--- src/rtl/phase_decoder_seq.sv ---
// Timed phase sequencer: walks a phase index 0..last_phase and holds each
// phase for its own dwell count. It drives a registered one-hot decode of the
// index and a strobe in the first cycle of each phase.
module phase_decoder_seq #(
  parameter int SEL_W   = 2,
  parameter int DWELL_W = 8
) (
  input  logic                            clk,
  input  logic                            rst_n,
  input  logic                            en,
  input  logic                            hold,
  input  logic                            adv_req,
  input  logic [SEL_W-1:0]                last_phase,
  input  logic [(2**SEL_W)*DWELL_W-1:0]   dwell_bus,
  output logic [SEL_W-1:0]                phase_idx,
  output logic [(2**SEL_W)-1:0]           phase_oh,
  output logic                            phase_start,
  output logic [DWELL_W-1:0]              cnt_q
);

  localparam int NPH = 2**SEL_W;

  localparam logic [0:0] ST_IDLE = 1'b0;
  localparam logic [0:0] ST_RUN  = 1'b1;

  logic [0:0]         state_q, state_d;
  logic [SEL_W-1:0]   idx_q, idx_d;
  logic [NPH-1:0]     oh_q, oh_d;
  logic               start_q, start_d;
  logic [DWELL_W-1:0] cnt_d;
  logic [SEL_W-1:0]   next_idx;

  // Unpack the flat dwell bus into one entry per phase.
  logic [DWELL_W-1:0] dwell_arr [NPH];

  genvar gi;
  generate
    for (gi = 0; gi < NPH; gi++) begin : g_dwell
      assign dwell_arr[gi] = dwell_bus[gi*DWELL_W +: DWELL_W];
    end
  endgenerate

  // Wrap uses >= so that lowering last_phase below the current index still
  // returns to phase 0 once the current phase finishes.
  always_comb begin
    next_idx = '0;
    if (idx_q < last_phase) begin
      next_idx = idx_q + SEL_W'(1);
    end
  end

  // Next-state logic. Priority: enable low, then hold, then advance, then count down.
  always_comb begin
    state_d = state_q;
    idx_d   = idx_q;
    oh_d    = oh_q;
    start_d = 1'b0;
    cnt_d   = cnt_q;
    case (state_q)
      ST_IDLE: begin
        idx_d = '0;
        oh_d  = '0;
        cnt_d = '0;
        if (en) begin
          state_d  = ST_RUN;
          oh_d[0]  = 1'b1;
          start_d  = 1'b1;
          cnt_d    = dwell_arr[0];
        end
      end
      default: begin
        if (!en) begin
          // Progress is discarded; re-enable restarts from phase 0.
          state_d = ST_IDLE;
          idx_d   = '0;
          oh_d    = '0;
          cnt_d   = '0;
        end else if (hold) begin
          // Freeze everything; a coincident adv_req is dropped, not latched.
          idx_d = idx_q;
        end else if ((cnt_q == '0) || adv_req) begin
          // Expiry and forced advance collapse into a single advance.
          idx_d          = next_idx;
          oh_d           = '0;
          oh_d[next_idx] = 1'b1;
          cnt_d          = dwell_arr[next_idx];
          start_d        = 1'b1;
        end else begin
          cnt_d = cnt_q - DWELL_W'(1);
        end
      end
    endcase
  end

  // State and output registers; the one-hot is held in its own register so
  // the lamp drive never sees decode glitches.
  always_ff @(posedge clk or negedge rst_n) begin
    if (!rst_n) begin
      state_q <= ST_IDLE;
      idx_q   <= '0;
      oh_q    <= '0;
      start_q <= 1'b0;
      cnt_q   <= '0;
    end else begin
      state_q <= state_d;
      idx_q   <= idx_d;
      oh_q    <= oh_d;
      start_q <= start_d;
      cnt_q   <= cnt_d;
    end
  end

  assign phase_idx   = idx_q;
  assign phase_oh    = oh_q;
  assign phase_start = start_q;

endmodule

--- config.mk ---
export PLATFORM = sky130hd
export DESIGN_NAME = phase_decoder_seq
export DESIGN_NICKNAME = d
export VERILOG_FILES = /design/src/rtl/phase_decoder_seq.sv
export SDC_FILE = /design/constraint.sdc
export NUM_CORES = 1
export LEC_CHECK = 0
export BUFFER_PORTS_ARGS = -buffer_cell sky130_fd_sc_hd__buf_2
export CAP_MARGIN = 20
export CORE_MARGIN = 5
export CORE_UTILIZATION = 50
export CTS_CLUSTER_DIAMETER = 80
export DETAILED_ROUTE_END_ITERATION = 16
export GPL_TIMING_DRIVEN = 0
export PLACE_DENSITY = 0.9
export SETUP_SLACK_MARGIN = 0.15
export SYNTH_ARGS = -nofsm -noshare
export SYNTH_HDL_FRONTEND = slang
export SYNTH_SLANG_ARGS = --single-unit
--- constraint.sdc ---
create_clock -name clk -period 6.2 [get_ports clk]
set_clock_uncertainty 0.15 [all_clocks]
set_input_delay 0.31 -clock clk [delete_from_list [all_inputs] [get_ports clk]]
set_output_delay 0.31 -clock clk [all_outputs]
set_load 0.01 [all_outputs]
==> flow_metrics.tcl <==
set metrics [dict create \
    cp_max_fo 10 \
    drive_above_1_share_pct 29.6 \
    htree_levels 1 \
    synth_seq_area_share_pct 30.8 \
    status "complete, no violations" \
    ys_warn_count 0 \
    dr.pass1.iters 4 \
    finalWeightedCongestion 0.952 \
    setup_tns_ns 0 \
    synthTopCellsByArea "dfrtp_1, o21ai_0, nand2_1" \
    die_x_um 61.0 \
    max_freq_mhz 417 \
    io_buffers 53 \
    postLayoutCellArea_um2 1660 \
    gr-total-overflow 0 \
    cp.required_ns 6.25 \
    p_leak_nw 0.802 \
    path_clk_slew_ns 0.09 \
    synth_top_cell_by_area "dfrtp_1" \
    synth_cells 171 \
    drc 0 \
    cts_tree "yes" \
    cts_buffers 3 \
    synth_top_area_share_pct 30.8 \
    dpl_cell_area_um2 1600 \
    whs_ns 0.164 \
    synth_edf_count 0 \
    cp-end-kind "register" \
    drv_slew 0 \
    wirelength_um 4040 \
    via_count 1541 \
    antenna_found_initial 0 \
    peakVddDrop_mv 0.191 \
    post-route-min-period_ns 2.40 \
    avgSynthCellArea_um2 7.60 \
    root_buffer "clkbuf_4" \
    nNetsFinal 273 \
    ant_nets 0 \
    rsz0062_at_grt "no" \
    coreArea_um2 2480 \
    hold_violations 0 \
    die-area_um2 3720 \
    first_iter_violations 63 \
    grt_max_degree 17 \
    slew_headroom_pct 58.6 \
    grt_pass1_wl_um 6650 \
    synthTopCellsByCount "nand2_1, nor2_1, o21ai_0" \
    pin_count 54 \
    async_flop_share_pct 100 \
    clockBufferDepth 2 \
    path_class "primary input to register" \
    viasPerCell 5.93 \
    yosysUniqueCellTypes 45 \
    die-height_um 61.0 \
    crit_arrival_ns 2.45 \
    hp-class "primary input to register" \
    wl_per_cell_um 15.5 \
    finalCritPeriodShare_pct 38.7 \
    crit_path_start_kind "primary input" \
    cts_sinks 16 \
    antennaDiodeCount 0 \
    grt_pass1_vias 1474 \
    p_per_area_nw_per_um2 177 \
    clk_latency_ns 0.30 \
    synth-main-ff-cell "dfrtp_1" \
    yosysMostFrequentCell "nand2_1" \
    syn_to_final_growth_pct 27.6 \
    initial_utilization_pct 52.4 \
    synth_nets 213 \
    hpwl_um 3050 \
    drv_cap 0 \
    rows 18 \
    synth.ff_latch_count 16 \
    syn_area_um2 1300 \
    worstMarginPinSlew_ns 0.619 \
    grt_use_total_pct 23.9 \
    setup_viol 0 \
]
-- metal layers --
layer | GRT usage (%) | part of all wire [%] | up-vias
met2 | 39.2 | 49 | 73
met5 | 0 | 0 | -
met3 | 5.32 | 10 | 8
met1 | 31.6 | 40 | 711
met4 | 7.12 | 1.1 | 0
li1 | - | - | 749
-- worst max-delay path, stage by stage --
cell and delay [ns]:
dlygate4sd3_1 0.53, buf_2 0.11, buf_2 0.21, nand2_2 0.17
nor2_1 0.52, o311ai_1 0.26, o32ai_1 0.33
-- worst paths after layout --
kind	cells after the start	to	slack (ns)	start
setup / recovery	7	cnt_q[6]	3.80	en
hold / removal	2	cnt_q[1]	0.16	dwell_bus[1]
max in group asynchronous	2	cnt_q[5]	5.35	rst_n
min in group asynchronous	2	phase_oh[1]	0.29	rst_n
setup reg to reg	7	cnt_q[7]	3.97	phase_idx[1]
hold reg to reg	2	phase_oh[2]	0.39	phase_oh[2]
-- flip-flops by register name, indices dropped and copies added (netlist names) --
register     flops
cnt_q            8
phase_start      1
phase_oh         4
phase_idx        2
state_q          1
-- final cells by class --
type                            count  area, um2
Multi-Input combinational cell    136        821
Fill cell                         218        820
Sequential cell                    16        400
Timing Repair Buffer               55        285
Buffer                             10       43.8
Tap cell                           30       37.5
Clock buffer                        4       36.3
Inverter                            9       33.8
-- power breakdown --
group	total, mW	switching, mW	leakage [nW]	internal, mW
sequential	0.122	0.0101	0.210	0.111
clock	0.0718	0.0360	0.0210	0.0359
combinational	0.101	0.0552	0.571	0.0454
total	0.294	0.101	0.802	0.193
-- cell usage in the layout, fill, tap and decap left out, types with 2 or more instances in the layout --
| master | count |
|---|---|
| inv_1 | 9 |
| xnor2_1 | 2 |
| mux2_2 | 3 |
| o32ai_1 | 2 |
| nand3_1 | 5 |
| a21o_1 | 2 |
| nor2b_1 | 3 |
| a21oi_1 | 13 |
| clkbuf_4 | 3 |
| nor2_1 | 18 |
| clkbuf_1 | 5 |
| nor3b_1 | 3 |
| dfrtp_1 | 16 |
| buf_2 | 58 |
| nor4_1 | 2 |
| a32o_1 | 2 |
| o221ai_1 | 2 |
| ha_1 | 3 |
| nor3_1 | 5 |
| or3_1 | 4 |
| dlygate4sd3_1 | 2 |
| a22oi_1 | 4 |
| a31oi_1 | 2 |
| o21ai_0 | 18 |
| xor2_1 | 2 |
| nand2_1 | 20 |
-- per-stage QoR --
| stage | setup slack [ns] | cells | util, % | power (mW) |
|---|---|---|---|---|
| 5_1_grt | 3.66 | 260 | 66.9 | 0.312 |
| 6_report | 3.80 | 260 | 66.9 | 0.294 |
| 2_1_floorplan | 4.12 | 171 | - | 0.184 |
| 4_1_cts | 3.84 | 260 | 66.9 | 0.294 |
| 3_5_place_dp | 4.03 | 254 | 64.6 | 0.222 |
| 3_3_place_gp | 4.03 | 254 | 64.6 | 0.220 |
-- timing repair --
| action | CTS | global route |
|---|---|---|
| buffers inserted | 0 | 0 |
| hold endpoints to repair | 17 | 0 |
| hold buffers | 2 | 0 |
| gates resized for setup | 0 | 0 |
-- logic make-up (layout without fill, tap and decap cells) --
| logic type | after synthesis | after routing | synth area share, % |
|---|---|---|---|
| flip-flops | 16 | 16 | 30.8 |
| multiplexers | 3 | 3 | 2.60 |
| AO/OA/AOI/OAI | 60 | 60 | 30.5 |
| buffers and inverters | 19 | 78 | 5.97 |
| XOR/XNOR | 4 | 4 | 2.70 |
| adder cells (fa/ha/maj) | 3 | 3 | 2.89 |
| AND/OR/NAND/NOR | 66 | 66 | 24.5 |
(Power assumes the default switching activity.)
